### config.mk
export PLATFORM = sky130hd
export DESIGN_NAME = cnu_msg_expand
export DESIGN_NICKNAME = d
export VERILOG_FILES = /design/src/rtl/cnu_msg_expand_pkg.sv /design/src/rtl/cnu_rec_fifo.sv /design/src/rtl/cnu_msg_expand.sv
export SDC_FILE = /design/constraint.sdc
export NUM_CORES = 1
export LEC_CHECK = 0
export ABC_CLOCK_PERIOD_IN_PS = 2900
export CORE_ASPECT_RATIO = 0.75
export CORE_MARGIN = 1.5
export CORE_UTILIZATION = 46
export CTS_CLUSTER_DIAMETER = 40
export CTS_CLUSTER_SIZE = 30
export DETAILED_ROUTE_END_ITERATION = 16
export PLACE_DENSITY = 0.67
export SETUP_SLACK_MARGIN = 0.5
export SYNTH_ARGS = -nofsm -noshare
export SYNTH_HDL_FRONTEND = slang
export SYNTH_SLANG_ARGS = --single-unit
### constraint.sdc
create_clock -name sys_clk -period 2.9 [get_ports sys_clk]
set_input_delay 0.435 -clock sys_clk [delete_from_list [all_inputs] [get_ports sys_clk]]
set_output_delay 0.435 -clock sys_clk [all_outputs]
set_load 0.005 [all_outputs]
### src/rtl/cnu_msg_expand_pkg.sv
// -----------------------------------------------------------------------------
// cnu_msg_expand_pkg
// Shared constants and types for the check-node message expander.
//   QUAN_SIZE_DEF / CN_DEGREE_DEF : default magnitude width and maximum degree
//   IDX_W                         : width of min index and edge index
//   DEG6                          : reduced check-node degree
//   state_e                       : expander FSM states
//   rec_width()                   : packed record width
//                                   {min1, min2, min_index, sign, deg6}
// -----------------------------------------------------------------------------
package cnu_msg_expand_pkg;

  localparam int QUAN_SIZE_DEF = 4;
  localparam int CN_DEGREE_DEF = 8;

  localparam int IDX_W = 3;
  localparam int DEG6  = 6;

  typedef enum logic {
    ST_IDLE   = 1'b0,
    ST_STREAM = 1'b1
  } state_e;

  function automatic int rec_width(input int quan_size, input int cn_degree);
    return 2 * quan_size + IDX_W + cn_degree + 1;
  endfunction

endpackage

### src/rtl/cnu_rec_fifo.sv
// -----------------------------------------------------------------------------
// cnu_rec_fifo
// Two-entry FIFO holding compressed check-node records. Push and pop in the
// same cycle both take effect. The caller never pushes while full.
// Ports:
//   clk      in   clock
//   rst_n    in   asynchronous active-low reset (empties the FIFO)
//   push_i   in   write data_i
//   pop_i    in   drop the head entry
//   data_i   in   record to write
//   head_o   out  oldest record
//   next_o   out  record behind the head (meaningful when count_o == 2)
//   count_o  out  number of stored records (0..2)
// -----------------------------------------------------------------------------
module cnu_rec_fifo
  import cnu_msg_expand_pkg::*;
#(
  parameter int W = rec_width(QUAN_SIZE_DEF, CN_DEGREE_DEF)
) (
  input  logic         clk,
  input  logic         rst_n,
  input  logic         push_i,
  input  logic         pop_i,
  input  logic [W-1:0] data_i,
  output logic [W-1:0] head_o,
  output logic [W-1:0] next_o,
  output logic [1:0]   count_o
);

  logic [W-1:0] mem_q [2];
  logic         wr_ptr_q;
  logic         rd_ptr_q;
  logic [1:0]   count_q;

  // Payload storage needs no reset: count_q decides what is valid.
  always_ff @(posedge clk) begin
    if (push_i) begin
      mem_q[wr_ptr_q] <= data_i;
    end
  end

  always_ff @(posedge clk or negedge rst_n) begin
    if (!rst_n) begin
      wr_ptr_q <= 1'b0;
      rd_ptr_q <= 1'b0;
      count_q  <= 2'd0;
    end else begin
      if (push_i) begin
        wr_ptr_q <= ~wr_ptr_q;
      end
      if (pop_i) begin
        rd_ptr_q <= ~rd_ptr_q;
      end
      case ({push_i, pop_i})
        2'b10:   count_q <= count_q + 2'd1;
        2'b01:   count_q <= count_q - 2'd1;
        default: count_q <= count_q;
      endcase
    end
  end

  assign head_o  = mem_q[rd_ptr_q];
  assign next_o  = mem_q[~rd_ptr_q];
  assign count_o = count_q;

endmodule

### src/rtl/cnu_msg_expand.sv
// -----------------------------------------------------------------------------
// cnu_msg_expand
// Check-node message expander: takes compressed CNU records
// {min1, min2, min_index, sign, deg6} and emits one extrinsic message per edge
// per cycle. A 2-entry record FIFO decouples the min-finder from the stream.
// Optional feature macro: CNU_OFFSET_EN -- when defined, each output magnitude
// is reduced by OFFSET, saturating at 0.
// Ports:
//   sys_clk, rstn        clock, asynchronous active-low reset
//   in_valid/in_ready    record handshake (in_ready = FIFO not full)
//   in_min1, in_min2     smallest / second-smallest magnitude
//   in_min_index         edge holding min1
//   in_sign              per-edge input signs (bit i = edge i)
//   in_deg6              1: degree 6, 0: degree CN_DEGREE
//   out_valid/out_ready  message handshake
//   out_mag, out_sign    extrinsic magnitude / sign for out_edge
//   out_edge             edge index, out_last marks final edge of a record
// -----------------------------------------------------------------------------
module cnu_msg_expand
  import cnu_msg_expand_pkg::*;
#(
  parameter int QUAN_SIZE = QUAN_SIZE_DEF,
  parameter int CN_DEGREE = CN_DEGREE_DEF,
  parameter int OFFSET    = 1
) (
  input  logic                 sys_clk,
  input  logic                 rstn,
  input  logic                 in_valid,
  output logic                 in_ready,
  input  logic [QUAN_SIZE-1:0] in_min1,
  input  logic [QUAN_SIZE-1:0] in_min2,
  input  logic [IDX_W-1:0]     in_min_index,
  input  logic [CN_DEGREE-1:0] in_sign,
  input  logic                 in_deg6,
  output logic                 out_valid,
  input  logic                 out_ready,
  output logic [QUAN_SIZE-1:0] out_mag,
  output logic                 out_sign,
  output logic [IDX_W-1:0]     out_edge,
  output logic                 out_last
);

  localparam int REC_W = rec_width(QUAN_SIZE, CN_DEGREE);

`ifdef CNU_OFFSET_EN
  localparam logic [QUAN_SIZE-1:0] OFF_AMT = QUAN_SIZE'(OFFSET);
`else
  // Zero amount turns the saturating stage below into a pass-through.
  localparam logic [QUAN_SIZE-1:0] OFF_AMT = QUAN_SIZE'(OFFSET * 0);
`endif

  // Message for edge e of a record, packed as {mag, sign, last}.
  function automatic logic [QUAN_SIZE+1:0] edge_msg(input logic [REC_W-1:0] rec,
                                                    input logic [IDX_W-1:0] e);
    logic [QUAN_SIZE-1:0] min1;
    logic [QUAN_SIZE-1:0] min2;
    logic [QUAN_SIZE-1:0] mag;
    logic [IDX_W-1:0]     idx;
    logic [CN_DEGREE-1:0] sgn;
    logic                 deg6;
    logic                 s_tot;
    logic [IDX_W-1:0]     d_last;
    {min1, min2, idx, sgn, deg6} = rec;
    d_last = deg6 ? IDX_W'(DEG6 - 1) : IDX_W'(CN_DEGREE - 1);
    // Total sign over active edges only; bits beyond the degree are ignored.
    s_tot = 1'b0;
    for (int i = 0; i < CN_DEGREE; i++) begin
      if (!deg6 || i < DEG6) begin
        s_tot = s_tot ^ sgn[i];
      end
    end
    // An out-of-range min index never matches, so every edge gets min1.
    mag = (e == idx) ? min2 : min1;
    mag = (mag > OFF_AMT) ? (mag - OFF_AMT) : '0;
    return {mag, s_tot ^ sgn[e], (e == d_last)};
  endfunction

  logic [REC_W-1:0] in_rec;
  logic [REC_W-1:0] head_rec;
  logic [REC_W-1:0] next_rec;
  logic [REC_W-1:0] load_rec;
  logic [1:0]       fifo_count;
  logic             push;
  logic             pop;
  logic             fire;
  logic             load;
  logic [IDX_W-1:0] load_edge;
  logic [QUAN_SIZE+1:0] msg;

  state_e               state_q,     state_d;
  logic                 out_valid_q, out_valid_d;
  logic [QUAN_SIZE-1:0] out_mag_q,   out_mag_d;
  logic                 out_sign_q,  out_sign_d;
  logic [IDX_W-1:0]     out_edge_q,  out_edge_d;
  logic                 out_last_q,  out_last_d;

  assign in_rec   = {in_min1, in_min2, in_min_index, in_sign, in_deg6};
  assign in_ready = (fifo_count < 2'd2);
  assign push     = in_valid & in_ready;
  assign fire     = out_valid_q & out_ready;

  cnu_rec_fifo #(
    .W(REC_W)
  ) u_fifo (
    .clk     (sys_clk),
    .rst_n   (rstn),
    .push_i  (push),
    .pop_i   (pop),
    .data_i  (in_rec),
    .head_o  (head_rec),
    .next_o  (next_rec),
    .count_o (fifo_count)
  );

  always_comb begin
    state_d     = state_q;
    out_valid_d = out_valid_q;
    out_mag_d   = out_mag_q;
    out_sign_d  = out_sign_q;
    out_edge_d  = out_edge_q;
    out_last_d  = out_last_q;
    pop         = 1'b0;
    load        = 1'b0;
    load_rec    = head_rec;
    load_edge   = '0;
    case (state_q)
      ST_IDLE: begin
        // FIFO is empty here; bypass the incoming record for 1-cycle latency.
        if (push) begin
          load     = 1'b1;
          load_rec = in_rec;
          state_d  = ST_STREAM;
        end
      end
      ST_STREAM: begin
        if (fire) begin
          if (!out_last_q) begin
            load      = 1'b1;
            load_edge = out_edge_q + IDX_W'(1);
          end else begin
            pop = 1'b1;
            // Next record is either already buffered behind the head, or
            // arriving this very cycle into a FIFO that holds only the head.
            if (fifo_count == 2'd2) begin
              load     = 1'b1;
              load_rec = next_rec;
            end else if (push) begin
              load     = 1'b1;
              load_rec = in_rec;
            end else begin
              state_d     = ST_IDLE;
              out_valid_d = 1'b0;
              out_mag_d   = '0;
              out_sign_d  = 1'b0;
              out_edge_d  = '0;
              out_last_d  = 1'b0;
            end
          end
        end
      end
      default: state_d = ST_IDLE;
    endcase
    msg = edge_msg(load_rec, load_edge);
    if (load) begin
      out_valid_d = 1'b1;
      {out_mag_d, out_sign_d, out_last_d} = msg;
      out_edge_d  = load_edge;
    end
  end

  always_ff @(posedge sys_clk or negedge rstn) begin
    if (!rstn) begin
      state_q     <= ST_IDLE;
      out_valid_q <= 1'b0;
      out_mag_q   <= '0;
      out_sign_q  <= 1'b0;
      out_edge_q  <= '0;
      out_last_q  <= 1'b0;
    end else begin
      state_q     <= state_d;
      out_valid_q <= out_valid_d;
      out_mag_q   <= out_mag_d;
      out_sign_q  <= out_sign_d;
      out_edge_q  <= out_edge_d;
      out_last_q  <= out_last_d;
    end
  end

  assign out_valid = out_valid_q;
  assign out_mag   = out_mag_q;
  assign out_sign  = out_sign_q;
  assign out_edge  = out_edge_q;
  assign out_last  = out_last_q;

endmodule

=== Yosys cells after proc, flatten, opt, wreduce, memory -nomap -nowiden ===
Memories as Yosys holds them, arrays and structs flattened.
Index checks and enable logic that the tools add are counted.

* Bits in registers: 15
* Memory bits (writable): 40
* Input bits: 24
* Memories: 1

{| class="wikitable"
|+ Memories
! name !! depth !! bits a word !! read ports !! clocked after Yosys merged registers in !! write ports !! line !! source
|-
| u_fifo.mem_q || 2 || 20 || 2 || 0 || 1 || cnu_rec_fifo.sv:30 || <nowiki>logic [W-1:0] mem_q [2];</nowiki>
|}

* Add/subtract/negate cells: 3
* Magnitude comparators: 3
* Eq/ne operators: 7
* Multiplexer cells: 50
* Bitwise operators: 13
* Reductions and logical operators: 6

{| class="wikitable"
|+ Operator list
! cell !! number
|-
| $mux W20 || 4
|-
| $pmux W20 S2 || 1
|-
| $mux W4 || 8
|-
| $mux W3 || 9
|-
| $mux W1 || 23
|-
| $reduce_bool A2 Y1 || 4
|-
| $xor A1 B1 Y1 || 8
|-
| $eq A3 B3 Y1 || 2
|-
| $reduce_and A5 Y1 || 1
|-
| $eq A2 B2 Y1 const B || 2
|-
| $gt A4 B1 Y1 const B || 1
|-
| $lt A3 B4 Y1 const B || 1
|-
| $ne A2 B2 Y1 const B || 2
|-
| $pmux W1 S2 || 2
|-
| $pmux W2 S2 || 1
|-
| $add A3 B1 Y3 const B || 1
|-
| $bmux W1 S3 || 1
|-
| $not A1 Y1 || 3
|-
| $add A2 B1 Y2 const B || 1
|-
| $and A1 B1 Y1 || 2
|-
| $eq A2 B1 Y1 const B || 1
|-
| $lt A2 B2 Y1 const B || 1
|-
| $mux W2 || 1
|-
| $reduce_and A2 Y1 || 1
|-
| $sub A2 B1 Y2 const B || 1
|}

=== Longest topological paths before layout ===
Gate-level depths: netlist (run 1).

* Depth in word-level cells: 18
* Mapped depth: 13
* Gate-level depth less buffers: 10

=== By module ===
From an unflattened synthesis (run 1), not the netlist that was laid out.

* Cell total of the unflattened synthesis: 349
* Area, all modules: 3,981.3 sq um

{| class="wikitable"
|+ By module, submodules not included
! module !! instances !! cells an instance !! area each (sq um) !! seq. area each (sq um)
|-
| cnu_rec_fifo || 1 || 99 || 2,063.2 || 1,301.2
|-
| cnu_msg_expand || 1 || 250 || 1,918.1 || 275.3
|}

=== Worst setup path after synthesis (run 1) ===
No wires, ideal clock.

* Path type: input port to flip-flop
* From: input port in_valid
* To: memory u_fifo.mem_q[0][0] in the netlist's numbering, enable pin
* Library setup time: 0.397 ns
* Data arrival time: 2.040 ns
* Required time: 2.503 ns
* Path slack: 0.463 ns
* Stages: 6
* Buffers on the path: 3
* Cells stage by stage: nor2b_1 -> buf_4 -> inv_2 -> clkbuf_1 -> clkbuf_1 -> nor2_1

* Longest elaborated chain between the ends: 3

{| class="wikitable"
|+ Ends and longest elaborated chain
! what !! line !! source
|-
| start: declaration || cnu_msg_expand.sv:28 || <nowiki>input logic in_valid,</nowiki>
|-
| $and A1 B1 Y1 || cnu_msg_expand.sv:99 || <nowiki>assign push = in_valid & in_ready;</nowiki>
|-
| $mux W1 || cnu_rec_fifo.sv:37 || <nowiki>if (push_i) begin</nowiki>
|-
| $mux W1 (implied by the code) || cnu_rec_fifo.sv:38 || <nowiki>mem_q[wr_ptr_q] <= data_i;</nowiki>
|-
| end: declaration || cnu_rec_fifo.sv:30 ||
|}

No other way between the ends.

=== Worst setup path in the final report (run 1) ===
* From: register u_fifo.rd_ptr_q
* To: register out_sign_q, in the netlist out_sign

* Longest elaborated chain between the ends: 17

{| class="wikitable"
|+ Ends and longest elaborated chain
! what !! line !! source
|-
| start: declaration || cnu_rec_fifo.sv:32 || <nowiki>logic rd_ptr_q;</nowiki>
|-
| start signal: assignment || cnu_rec_fifo.sv:52 || <nowiki>rd_ptr_q <= ~rd_ptr_q;</nowiki>
|-
| $mem_v2 Z2 W20 (*) || n/a ||
|-
| $mux W20 / $mem_v2 Z2 W20 (equally long branches) || n/a ||
|-
| $mux W20 || cnu_msg_expand.sv:144 || <nowiki>if (fifo_count == 2'd2) begin</nowiki>
|-
| $mux W20 || cnu_msg_expand.sv:137 || <nowiki>if (!out_last_q) begin</nowiki>
|-
| $mux W20 || cnu_msg_expand.sv:136 || <nowiki>if (fire) begin</nowiki>
|-
| $pmux W20 S2 (*) || cnu_msg_expand.sv:126 || <nowiki>case (state_q)</nowiki>
|-
| $xor A1 B1 Y1 (6 in a row) || cnu_msg_expand.sv:69 || <nowiki>s_tot = s_tot ^ sgn[i];</nowiki>
|-
| $mux W1 || cnu_msg_expand.sv:68 || <nowiki>if (!deg6 || i < DEG6) begin</nowiki>
|-
| $xor A1 B1 Y1 || cnu_msg_expand.sv:69 ||
|-
| $mux W1 || cnu_msg_expand.sv:68 ||
|-
| $xor A1 B1 Y1 (*) || cnu_msg_expand.sv:75 || <nowiki>return {mag, s_tot ^ sgn[e], (e == d_last)};</nowiki>
|-
| $mux W1 (*) || cnu_msg_expand.sv:164 || <nowiki>if (load) begin</nowiki>
|-
| end signal: assignment || cnu_msg_expand.sv:183 || <nowiki>out_sign_q <= out_sign_d;</nowiki>
|-
| end: declaration || cnu_msg_expand.sv:93 || <nowiki>logic out_sign_q, out_sign_d;</nowiki>
|}

Mark *: on every way between the ends. The rest lies on a longest branch, timed or not. The select of a mux whose other input is x is not followed.
A chain may end at the register's enable or synchronous reset.

==> results of run 1 <==
## per-stage QoR
step | hold slack (ns) | cell area [µm²] | worst slack (ns)
6_report | 0.500 | 4260 | 0.460
5_1_grt | 0.552 | 4260 | 0.326
4_1_cts | 0.505 | 4200 | 0.451
3_5_place_dp | 0.484 | 3880 | -0.0226
3_3_place_gp | 0.479 | 3880 | 0.00661
2_1_floorplan | 0.139 | 3290 | 0.582
## power by group through the flow
stage | registers [mW] | logic [mW] | clock network, mW
2_1_floorplan | 1.18 | 1.36 | 0
3_3_place_gp | 1.21 | 1.93 | 0
3_5_place_dp | 1.22 | 1.94 | 0
4_1_cts | 1.21 | 2.14 | 0.470
5_1_grt | 1.24 | 2.41 | 0.501
6_report | 1.22 | 2.22 | 0.461
## area by class of cell
| cell class | count | area, µm² |
|---|---|---|
| fillers | 564 | 2610 |
| multi-input cells | 232 | 1670 |
| flip-flops and latches | 55 | 1580 |
| repair buffers | 83 | 773 |
| well taps | 98 | 123 |
| clock buffers | 8 | 100 |
| inverters | 3 | 13.8 |
## worst register-to-register path: stages, from the launching register on
cell and delay (ns):
dfrtp_2 0.42, buf_12 0.14, mux2_2 0.35, mux2i_1 0.14, o21ai_1 0.10, a21oi_2 0.17, xor2_1 0.19, xnor3_1 0.43
xnor2_1 0.17, xnor2_1 0.15, o21ai_1 0.08
## routing by layer
metal / wire (µm) / track usage [%] / vias up / part of all wire, %
met5: 0 / 0 / - / 0
met4: 66 / 4.93 / 0 / 0.81
met3: 581 / 3.58 / 8 / 7.1
met2: 3720 / 33.9 / 81 / 46
met1: 3790 / 33.9 / 1292 / 46
li1: - / - / 1306 / -
## worst paths after layout
check | startpoint | end | slack (ns) | cells after the start
max reg2reg | u_fifo.rd_ptr_q$_DFFE_PN0P_ | out_sign$_DFFE_PN0P_ | 0.46 | 10
min in group asynchronous | rstn | out_edge[2]$_DFFE_PN0P_ | 0.58 | 1
max | u_fifo.rd_ptr_q$_DFFE_PN0P_ | out_sign$_DFFE_PN0P_ | 0.46 | 10
min reg2reg | out_mag[3]$_DFFE_PN0P_ | out_mag[3]$_DFFE_PN0P_ | 0.50 | 2
min | out_mag[3]$_DFFE_PN0P_ | out_mag[3]$_DFFE_PN0P_ | 0.50 | 2
max in group asynchronous | rstn | u_fifo.rd_ptr_q$_DFFE_PN0P_ | 1.79 | 1
## timing repair
| action | 4_1_cts | 5_1_grt |
|---|---|---|
| buffers inserted | 14 | 2 |
| gates resized for setup | 24 | 10 |
| gates cloned | 1 | 0 |
| pin swaps | 13 | 6 |
| endpoints found under the setup margin | 5 | 5 |
## logic make-up after synthesis
kind of cell             Yosys count  share of synthesized area [%]
multiplexers                      34                           11.1
buffers and inverters             25                           4.15
AO/OA/AOI/OAI                     99                           19.4
AND/OR/NAND/NOR                   81                           11.9
XOR/XNOR                          16                           4.68
flip-flops                        55                           47.9
adder cells (fa/ha/maj)            2                          0.761
## cells in the final DEF, fill, tap and decap left out, types with 2 or more instances in the layout
| cell type | Yosys | final |
|---|---|---|
| or3_1 | 4 | 4 |
| mux2_2 | 6 | 6 |
| dlygate4sd2_1 | 0 | 2 |
| buf_6 | 3 | 8 |
| mux2i_1 | 25 | 23 |
| xor2_1 | 4 | 4 |
| a21oi_2 | 0 | 2 |
| nor2_1 | 21 | 19 |
| o221ai_1 | 8 | 8 |
| nor3_2 | 4 | 4 |
| xnor2_1 | 11 | 11 |
| inv_1 | 2 | 2 |
| clkbuf_8 | 0 | 7 |
| dfrtp_2 | 0 | 2 |
| and2b_1 | 2 | 2 |
| dfrtp_1 | 15 | 13 |
| clkdlybuf4s50_1 | 0 | 32 |
| a41oi_1 | 2 | 2 |
| nand2_2 | 3 | 2 |
| ha_1 | 2 | 2 |
| o21ai_0 | 25 | 24 |
| o21ai_1 | 8 | 8 |
| a21oi_1 | 18 | 16 |
| nand2_1 | 31 | 31 |
| a21o_1 | 3 | 3 |
| a211oi_1 | 8 | 5 |
| a211oi_2 | 1 | 4 |
| nor2_2 | 1 | 3 |
| a22o_1 | 3 | 3 |
| edfxtp_1 | 40 | 40 |
| o22ai_1 | 15 | 15 |
| buf_4 | 3 | 39 |
| nand3_1 | 6 | 6 |
## registers in the layout, summed over array words and instances, names as in the netlist
signal           flops
out_edge             3
out_last             1
out_mag              4
out_sign             1
out_valid            1
state_q              1
u_fifo.count_o       2
u_fifo.mem_q        40
u_fifo.rd_ptr_q      1
u_fifo.wr_ptr_q      1
==> out/qor.json, run 1 <==
{
  "critical_path": {
    "slowest_delay_ns": 0.43,
    "setup_crit_start_kind": "flip-flop",
    "timing.critical_path.required_ns": 3.11,
    "critical-path-slowest-cell": "xnor3_1",
    "cp.arrival_ns": 2.65,
    "critical_path.cell_chain": "buf_12, mux2_2, mux2i_1, o21ai_1, a21oi_2, xor2_1, xnor3_1, xnor2_1, xnor2_1, o21ai_1",
    "critPathMaxFanout": 8,
    "critPathCaptureType": "flip-flop",
    "critical_path.n_buffers_inverters": 1,
    "worst_path_dominant_cell_family": "XOR/XNOR gates",
    "timing.setup.critical_path_class": "reg -> reg"
  },
  "cells_and_area": {
    "num_antenna_cells": 0,
    "fraction_of_final_layout_cells_sized_beyond_drive_strength_1_pct": 24.9,
    "nNetsFinal": 406,
    "postLayoutCoreUtil_pct": 62.0,
    "post_layout_nonfiller_instances": 479,
    "area_growth_pct": 29.5
  },
  "routing": {
    "via_count_of_the_routed_design": 2687,
    "final_antenna_net_count": 0,
    "drt_iter0_markers": 177,
    "drt_wl_total_mm": 8.15,
    "drc": 0,
    "drt-pass1-iter-count": 6,
    "wire_per_inst_um": 17.0,
    "avgViaCountPerCell": 5.61
  },
  "logic_synthesis": {
    "share_of_flip_flops_with_an_asynchronous_set_or_reset_after_synthesis_pct": 27.3,
    "synth.top_cells.by_area": "edfxtp_1 37%, dfrtp_1 11%, mux2i_1 7.6%",
    "synth_area_per_cell_um2": 10.5,
    "nets_in_the_synthesized_netlist": 338,
    "syn_inst": 312,
    "synth_warnings": 0,
    "yosys.cell_types.count": 52,
    "synth.cell_area_um2": 3290,
    "synth_most_common_cell": "edfxtp_1",
    "post-synth-top-area-fraction_pct": 36.5,
    "ys_ff_latch": 55,
    "synth_top_cell_by_area": "edfxtp_1",
    "netlist_top_cells_count": "40 x edfxtp_1, 31 x nand2_1, 25 x mux2i_1, 25 x o21ai_0, 21 x nor2_1",
    "synth_seq_area_share_pct": 47.9,
    "postSynth.topFlopCell": "edfxtp_1",
    "synth-edff-count": 40
  },
  "timing": {
    "period_minus_slack_ns": 2.44,
    "worstMarginPinSlew_ns": 0.787,
    "timing.final.crit_share_pct": 84.1,
    "timing_hold_violations_final": 0,
    "skew_ns": 0.0138,
    "max_freq_ghz": 0.410,
    "slew_violations": 0,
    "tns_ns": 0,
    "grt_setup_unrepaired": "true",
    "max_slew_margin_pct": 47.3,
    "setup_viol_count_final": 0
  },
  "placed_design": {
    "port_buffers": 34,
    "dpl.cell_count": 454,
    "gp_congestion": 0.805,
    "hpwl_mm": 5.36
  },
  "power": {
    "power_density_cells_nw_per_um2": 915,
    "total_power_mw": 3.90,
    "max-vdd-ir-drop_v": 0.000440,
    "relative_contribution_of_the_clock_network_to_total_power_pct": 11.8,
    "power_frac_comb_pct": 56.9,
    "netSwitchingFraction_pct": 37.5,
    "p_int_mw": 2.43,
    "cellLeakagePower_nw": 1.58,
    "seq_power_share_pct": 31.3,
    "p_switching_mw": 1.46
  },
  "floorplan": {
    "top_level_ports": 35,
    "die-height_um": 76.2,
    "rows": 26,
    "dieArea_um2": 7670,
    "effective_utilization_at_floorplan_pct": 47.9,
    "chipWidth_um": 101,
    "coreArea_um2": 6860
  },
  "clocking": {
    "cts_hold_buffers": 0,
    "clkTransAtPathRegs_ns": 0.10,
    "clock_insertion_delay_worst_skew_ns": 0.31,
    "tritoncts_clock_tree": "built",
    "clock_tree.buffer_depth": 2,
    "cts_inserted_buffers": 5,
    "cts.htree.levels": 2,
    "ctsRootBufferMaster": "clkbuf_8",
    "cts.sinks": 55
  },
  "global_route": {
    "grt.overflow.total": 0,
    "first_global_vias": 2661,
    "grt_start_max_net_pins": 21,
    "antenna_violations_before_repair": 0,
    "global_route.usage.total_pct": 22.4,
    "grt_first_pass_wirelength_mm": 13.3
  },
  "job": {
    "cap_violations": 0
  },
  "status": {
    "outcome": "finished clean"
  },
  "min_path": {
    "tightest_hold_check_type": "reg -> reg"
  }
}
(Power assumes the default switching activity.)
==> run 2: changes to the inputs <==
ABC_CLOCK_PERIOD_IN_PS = 2020   (was 2900)
PLACE_DENSITY = 0.7   (was 0.67)
clock period = 2.02 ns   (was 2.9 ns; I/O delays follow)
==> out/qor.json, run 2 (synthesis gave the netlist of run 1 again) <==
{
  "routing": {
    "drt-pass1-iter-count": {"value": 4, "change": "-2"},
    "drc": {"value": 0, "change": "unchanged"},
    "via_count_of_the_routed_design": {"value": 3091, "change": "+15%"},
    "drt_wl_total": {"value": 10.2, "unit": "mm", "change": "+25%"},
    "final_antenna_net_count": {"value": 0, "change": "unchanged"},
    "avgViaCountPerCell": {"value": 5.81, "change": "+3.6%"},
    "wire_per_inst": {"value": 19.1, "unit": "µm", "change": "+12%"},
    "drt_iter0_markers": {"value": 177, "change": "unchanged"}
  },
  "clocking": {
    "cts_hold_buffers": {"value": 0, "change": "unchanged"},
    "tritoncts_clock_tree": "built",
    "cts.htree.levels": {"value": 2, "change": "unchanged"},
    "clock_tree.buffer_depth": {"value": 2, "change": "unchanged"},
    "cts.sinks": {"value": 55, "change": "unchanged"},
    "ctsRootBufferMaster": "clkbuf_8",
    "clock_insertion_delay_worst_skew": {"value": 0.32, "unit": "ns", "change": "about the same"},
    "clkTransAtPathRegs": {"value": 0.10, "unit": "ns", "change": "about the same"},
    "cts_inserted_buffers": {"value": 5, "change": "unchanged"}
  },
  "cells_and_area": {
    "top_library_cells_by_usage_in_the_layout_fill_and_taps_aside": "61 x buf_4, 40 x edfxtp_1, 29 x nand2_1",
    "fraction_of_final_layout_cells_sized_beyond_drive_strength_1": {"value": 39.9, "unit": "%", "change": "+15 points"},
    "postLayoutCoreUtil": {"value": 74.5, "unit": "%", "change": "+12 points"},
    "regMostFlops": "u_fifo.mem_q",
    "finish.instance_area": {"value": 5110, "unit": "µm²", "change": "+20%"},
    "num_antenna_cells": {"value": 0, "change": "unchanged"},
    "nNetsFinal": {"value": 459, "change": "+13%"},
    "layout_commonest_cell": "buf_4",
    "area_growth_pct": 55.5,
    "largest_reg_flops": {"value": 40, "change": "unchanged"}
  },
  "global_route": {
    "grt_first_pass_wirelength": {"value": 15.6, "unit": "mm", "change": "+18%"},
    "grt.overflow.total": {"value": 0, "change": "unchanged"},
    "antenna_violations_before_repair": {"value": 0, "change": "unchanged"},
    "grt_start_max_net_pins": {"value": 26, "change": "+24%"},
    "global_route.usage.total": {"value": 26.4, "unit": "%", "change": "+4.0 points"},
    "first_global_vias": {"value": 3101, "change": "+17%"}
  },
  "timing": {
    "timing.final.crit_share": {"value": 131, "unit": "%", "change": "+46 points"},
    "period_minus_slack": {"value": 2.64, "unit": "ns", "change": "+0.197 ns"},
    "grt_setup_unrepaired": "true",
    "worstMarginPinSlew": {"value": 0.499, "unit": "ns", "change": "-0.289 ns"},
    "setup_ws": {"value": -0.616, "unit": "ns", "change": "-1.08 ns"},
    "timing_hold_violations_final": {"value": 0, "change": "unchanged"},
    "hold_ws": {"value": 0.310, "unit": "ns", "change": "-0.189 ns"},
    "max_slew_margin": {"value": 66.6, "unit": "%", "change": "+19 points"},
    "skew": {"value": 0.00421, "unit": "ns", "change": "-0.00959 ns"},
    "setup_viol_count_final": {"value": 5, "change": "+5"},
    "slew_violations": {"value": 0, "change": "unchanged"},
    "tns": {"value": -1.92, "unit": "ns", "change": "-1.92 ns"},
    "max_freq": {"value": 0.379, "unit": "GHz", "change": "-7.5%"}
  },
  "status": {
    "outcome": "complete, but fails checks",
    "violated_checks": "setup timing"
  },
  "floorplan": {
    "coreArea": {"value": 6860, "unit": "µm²", "change": "unchanged"},
    "top_level_ports": {"value": 35, "change": "unchanged"},
    "rows": {"value": 26, "change": "unchanged"},
    "dieArea": {"value": 7670, "unit": "µm²", "change": "unchanged"},
    "effective_utilization_at_floorplan": {"value": 47.9, "unit": "%", "change": "unchanged"},
    "die-height": {"value": 76.2, "unit": "µm", "change": "unchanged"},
    "chipWidth": {"value": 101, "unit": "µm", "change": "unchanged"}
  },
  "min_path": {
    "tightest_hold_check_type": "in -> async"
  },
  "power": {
    "total_power": {"value": 7.11, "unit": "mW", "change": "+83%"},
    "cellLeakagePower": {"value": 2.02, "unit": "nW", "change": "+28%"},
    "max-vdd-ir-drop": {"value": 0.000672, "unit": "V", "change": "+53%"},
    "power_density_cells": {"value": 1390, "unit": "nW/µm²", "change": "+52%"}
  },
  "critical_path": {
    "cp.arrival": {"value": 2.85, "unit": "ns", "change": "+0.20 ns"},
    "setup_crit_start_kind": "flip-flop",
    "critPathMaxFanout": {"value": 5, "change": "-3"},
    "timing.setup.critical_path_class": "reg -> reg",
    "critPathCaptureType": "flip-flop",
    "timing.critical_path.required": {"value": 2.23, "unit": "ns", "change": "-0.88 ns"}
  },
  "placed_design": {
    "gp_congestion": {"value": 0.859, "change": "+6.7%"},
    "port_buffers": {"value": 34, "change": "unchanged"},
    "placed_cell_area": {"value": 4190, "unit": "µm²", "change": "+8.0%"},
    "hpwl": {"value": 5.91, "unit": "mm", "change": "+10%"}
  },
  "job": {
    "cap_violations": {"value": 0, "change": "unchanged"}
  }
}
run 2: cell types whose count changed in the layout (fill, tap and decap cells not counted), sizes merged, moves of 2 or more:
| cell | change |
|---|---|
| buf | +51 |
| clkdlybuf4s50 | -9 |
| dlygate4sd2 | +3 |
| bufinv | +2 |
| clkdlybuf4s15 | +2 |
| dlymetal6s2s | +2 |
| inv | +2 |
run 2: power by group:
group          internal [mW]  switching [mW]
Clock                  0.496           0.386
Combinational           2.47            2.05
Sequential              1.52           0.195
Total                   4.49            2.63
run 2: per-stage QoR:
| stage | worst slack, ns | cells |
|---|---|---|
| floorplan | -0.231 | 312 |
| global placement | -0.729 | 481 |
| detailed placement | -0.783 | 481 |
| CTS | -0.362 | 524 |
| global route | -0.682 | 532 |
| finish | -0.616 | 532 |
run 2: cell type report:
| type | count | area (µm²) |
|---|---|---|
| tap | 98 | 123 |
| timing repair inverter | 2 | 17.5 |
| sequential | 55 | 1580 |
| multi-input combinational | 232 | 1830 |
| clock inverter | 2 | 60.1 |
| inverter | 3 | 18.8 |
| clock buffer | 6 | 72.6 |
| fill | 459 | 1750 |
| timing repair buffer | 134 | 1420 |
run 2: final timing paths:
path	start	to	slack [ns]	depth (start not counted)
setup reg to reg	u_fifo.rd_ptr_q$_DFFE_PN0P_	out_sign$_DFFE_PN0P_	-0.62	10
setup / recovery	u_fifo.rd_ptr_q$_DFFE_PN0P_	out_sign$_DFFE_PN0P_	-0.62	10
min in group sys_clk	out_mag[2]$_DFFE_PN0P_	out_mag[2]$_DFFE_PN0P_	0.48	2
hold reg to reg	out_mag[2]$_DFFE_PN0P_	out_mag[2]$_DFFE_PN0P_	0.48	2
max in group asynchronous	rstn	u_fifo.rd_ptr_q$_DFFE_PN0P_	1.48	2
hold / removal	rstn	u_fifo.count_o[0]$_DFFE_PN0P_	0.31	2
run 2: what timing repair did:
| action | 4_1_cts | 5_1_grt |
|---|---|---|
| buffers inserted | 30 | 7 |
| gates resized for setup | 72 | 30 |
| gates cloned | 5 | 1 |
| endpoints found under the setup margin | 50 | 60 |
| pin swaps | 25 | 8 |
run 2: worst max-delay path, cell delays in order (launching register included):
cell	delay [ns]
dfrtp_2	0.48
buf_6	0.15
mux2_4	0.31
mux2i_1	0.15
o21ai_1	0.09
a21oi_2	0.25
xor2_2	0.25
xnor3_1	0.39
xnor2_2	0.15
xnor2_1	0.20
o21ai_1	0.10
run 2: layer usage:
layer / wire, µm / track usage (%) / up-vias
met5: 0 / 0 / -
met4: 257 / 9.58 / 0
met3: 782 / 5.78 / 28
met2: 4960 / 43.3 / 128
met1: 4150 / 34.4 / 1513
li1: - / - / 1422
==> run 3: changes to the inputs <==
ABC_CLOCK_PERIOD_IN_PS = 2230   (was 2020)
clock period = 2.23 ns   (was 2.02 ns; I/O delays follow)
==> out/qor.json, run 3 (synthesis gave the netlist of run 1 again) <==
{
  "status": {
    "outcome": "complete, but fails checks",
    "violated_checks": "setup timing"
  },
  "critical_path": {
    "critPathCaptureType": "flip-flop",
    "timing.critical_path.required": {"value": 2.42, "unit": "ns", "change": "+0.19 ns"},
    "setup_crit_start_kind": "flip-flop",
    "critical_path.reg2reg.endpoint": "out_mag[2]$_DFFE_PN0P_",
    "timing.reg2reg.setup_slack": {"value": -0.20, "unit": "ns", "change": "+0.42 ns"},
    "reg2regPathDepth": {"value": 12, "change": "+2"},
    "timing.setup.critical_path_class": "reg -> reg",
    "crit-reg2reg-launch": "u_fifo.rd_ptr_q$_DFFE_PN0P_",
    "cp.arrival": {"value": 2.62, "unit": "ns", "change": "-0.23 ns"},
    "critPathMaxFanout": {"value": 8, "change": "+3"}
  },
  "placed_design": {
    "gp_congestion": {"value": 0.901, "change": "+4.9%"},
    "hpwl": {"value": 5.99, "unit": "mm", "change": "+1.5%"},
    "dpl.cell_count": {"value": 482, "change": "+0.21%"},
    "port_buffers": {"value": 34, "change": "unchanged"},
    "placed_cell_area": {"value": 4160, "unit": "µm²", "change": "-0.81%"}
  },
  "power": {
    "total_power": {"value": 5.79, "unit": "mW", "change": "-19%"},
    "power_frac_comb": {"value": 63.4, "unit": "%", "change": "about the same"},
    "max-vdd-ir-drop": {"value": 0.000543, "unit": "V", "change": "-19%"},
    "netSwitchingFraction": {"value": 37.5, "unit": "%", "change": "+0.57 points"},
    "relative_contribution_of_the_clock_network_to_total_power": {"value": 9.3, "unit": "%", "change": "-3.1 points"},
    "p_switching": {"value": 2.17, "unit": "mW", "change": "-17%"},
    "p_int": {"value": 3.62, "unit": "mW", "change": "-19%"},
    "cellLeakagePower": {"value": 1.86, "unit": "nW", "change": "-8.1%"},
    "seq_power_share": {"value": 27.3, "unit": "%", "change": "+3.2 points"},
    "power_density_cells": {"value": 1200, "unit": "nW/µm²", "change": "-14%"}
  },
  "clocking": {
    "ctsRootBufferMaster": "clkbuf_8",
    "clkTransAtPathRegs": {"value": 0.10, "unit": "ns", "change": "about the same"},
    "clock_tree.buffer_depth": {"value": 2, "change": "unchanged"},
    "cts_hold_buffers": {"value": 0, "change": "unchanged"},
    "clock_insertion_delay_worst_skew": {"value": 0.31, "unit": "ns", "change": "about the same"},
    "cts_inserted_buffers": {"value": 5, "change": "unchanged"},
    "tritoncts_clock_tree": "built",
    "cts.sinks": {"value": 55, "change": "unchanged"},
    "cts.htree.levels": {"value": 2, "change": "unchanged"}
  },
  "timing": {
    "timing_hold_violations_final": {"value": 0, "change": "unchanged"},
    "slew_violations": {"value": 0, "change": "unchanged"},
    "setup_viol_count_final": {"value": 5, "change": "unchanged"},
    "worstMarginPinSlew": {"value": 0.341, "unit": "ns", "change": "-0.158 ns"},
    "tns": {"value": -0.888, "unit": "ns", "change": "+1.03 ns"},
    "timing.final.crit_share": {"value": 109, "unit": "%", "change": "-22 points"},
    "max_slew_margin": {"value": 77.1, "unit": "%", "change": "+10 points"},
    "max_freq": {"value": 0.412, "unit": "GHz", "change": "+8.7%"},
    "setup_ws": {"value": -0.195, "unit": "ns", "change": "+0.421 ns"},
    "skew": {"value": 0.0131, "unit": "ns", "change": "+0.00891 ns"},
    "grt_setup_unrepaired": "true",
    "period_minus_slack": {"value": 2.43, "unit": "ns", "change": "-0.211 ns"}
  },
  "cells_and_area": {
    "top_library_cells_by_usage_in_the_layout_fill_and_taps_aside": "65 x buf_4, 40 x edfxtp_1, 30 x clkdlybuf4s50_1",
    "finish.instance_area": {"value": 4830, "unit": "µm²", "change": "-5.6%"},
    "fraction_of_final_layout_cells_sized_beyond_drive_strength_1": {"value": 39.0, "unit": "%", "change": "-0.87 points"},
    "regMostFlops": "u_fifo.mem_q",
    "post_layout_nonfiller_instances": {"value": 516, "change": "-3.0%"},
    "largest_reg_flops": {"value": 40, "change": "unchanged"},
    "area_growth_pct": 46.9,
    "nNetsFinal": {"value": 443, "change": "-3.5%"},
    "final.fill_count": {"value": 495, "change": "+7.8%"},
    "layout_commonest_cell": "buf_4",
    "num_antenna_cells": {"value": 0, "change": "unchanged"},
    "regArea": {"value": 1580, "unit": "µm²", "change": "unchanged"},
    "multi_input_area": {"value": 1860, "unit": "µm²", "change": "+2.1%"}
  },
  "routing": {
    "avgViaCountPerCell": {"value": 5.60, "change": "-3.5%"},
    "via_count_of_the_routed_design": {"value": 2892, "change": "-6.4%"},
    "drt-pass1-iter-count": {"value": 5, "change": "+1"},
    "final_antenna_net_count": {"value": 0, "change": "unchanged"},
    "drt_wl_total": {"value": 8.99, "unit": "mm", "change": "-11%"},
    "drt_iter0_markers": {"value": 257, "change": "+45%"},
    "wire_per_inst": {"value": 17.4, "unit": "µm", "change": "-8.7%"},
    "drc": {"value": 0, "change": "unchanged"}
  },
  "floorplan": {
    "rows": {"value": 26, "change": "unchanged"},
    "top_level_ports": {"value": 35, "change": "unchanged"},
    "effective_utilization_at_floorplan": {"value": 47.9, "unit": "%", "change": "unchanged"},
    "chipWidth": {"value": 101, "unit": "µm", "change": "unchanged"},
    "coreArea": {"value": 6860, "unit": "µm²", "change": "unchanged"},
    "dieArea": {"value": 7670, "unit": "µm²", "change": "unchanged"},
    "die-height": {"value": 76.2, "unit": "µm", "change": "unchanged"}
  },
  "global_route": {
    "antenna_violations_before_repair": {"value": 0, "change": "unchanged"},
    "grt.overflow.total": {"value": 0, "change": "unchanged"},
    "first_global_vias": {"value": 2783, "change": "-10%"},
    "global_route.usage.total": {"value": 23.6, "unit": "%", "change": "-2.8 points"},
    "grt_first_pass_wirelength": {"value": 14.0, "unit": "mm", "change": "-10%"},
    "grt_start_max_net_pins": {"value": 22, "change": "-15%"}
  },
  "min_path": {
    "tightest_hold_check_type": "in -> async"
  },
  "job": {
    "cap_violations": {"value": 0, "change": "unchanged"}
  }
}
-- run 3: cell count changes in the layout (fill, tap and decap cells not counted), moves of 3 or more --
cell	change
clkdlybuf4s50_1	+7
dlygate4sd2_1	-3
xnor2_1	+4
mux2i_4	+3
mux2i_1	-5
buf_6	-9
buf_12	-5
buf_16	-3
a21oi_1	-4
buf_4	+4
xnor2_2	-4
a21oi_2	+4
-- run 3: power groups by stage --
stage                     sequential (mW)  clock [mW]  combinational (mW)
after global routing                 1.60       0.589                3.93
after detailed placement             1.57           0                2.85
after CTS                            1.56       0.549                3.25
after floorplan                      1.54           0                1.84
final                                1.58       0.539                3.67
after global placement               1.56           0                2.80
-- run 3: final cells by class --
class | count | area share, %
Multi-Input combinational cell | 232 | 38.6
Sequential cell | 55 | 32.7
Timing Repair Buffer | 120 | 24.2
Tap cell | 98 | 2.54
Clock buffer | 7 | 1.58
Inverter | 3 | 0.285
Clock inverter | 1 | 0.104
-- run 3: layer usage --
metal / share of wire [%] / vias up / global-route usage (%)
met5: 0 / - / 0
met4: 1.2 / 0 / 5.77
met3: 5.5 / 12 / 3.39
met2: 48 / 94 / 36.6
met1: 46 / 1405 / 34.9
li1: - / 1381 / -
-- run 3: critical path, stage by stage, from the launching register on --
cell and delay [ns]:
dfrtp_2 0.45, buf_12 0.15, buf_12 0.14, buf_4 0.13
mux2i_2 0.19, o22ai_2 0.11, a21oi_2 0.16, xnor2_1 0.14
nor3_2 0.07, buf_4 0.16, or3_4 0.33, a41oi_2 0.17
o21ai_1 0.10
-- run 3: worst max-delay path by stage --
stage	start	to	slack, ns
floorplan	out_last$_DFFE_PN0P_	out_sign$_DFFE_PN0P_	-0.02
global placement	in_valid	out_sign$_DFFE_PN0P_	-0.50
detailed placement	in_valid	out_sign$_DFFE_PN0P_	-0.55
CTS	u_fifo.rd_ptr_q$_DFFE_PN0P_	out_sign$_DFFE_PN0P_	-0.15
global route	u_fifo.rd_ptr_q$_DFFE_PN0P_	out_sign$_DFFE_PN0P_	-0.32
finish	u_fifo.rd_ptr_q$_DFFE_PN0P_	out_mag[2]$_DFFE_PN0P_	-0.20
-- run 3: metrics by stage --
stage / hold WS, ns / utilization (%) / setup slack (ns)
floorplan: 0.0389 / - / -0.0215
global placement: 0.474 / 60.6 / -0.498
detailed placement: 0.503 / 60.6 / -0.555
CTS: 0.352 / 66.2 / -0.152
global route: 0.368 / 70.4 / -0.319
finish: 0.346 / 70.4 / -0.195
-- run 3: repair_timing --
item / CTS / global route
setup endpoints to repair: 33 / 12
resized for setup: 38 / 43
pin swaps: 17 / 22
setup buffers: 14 / 10
cloned: 1 / 1
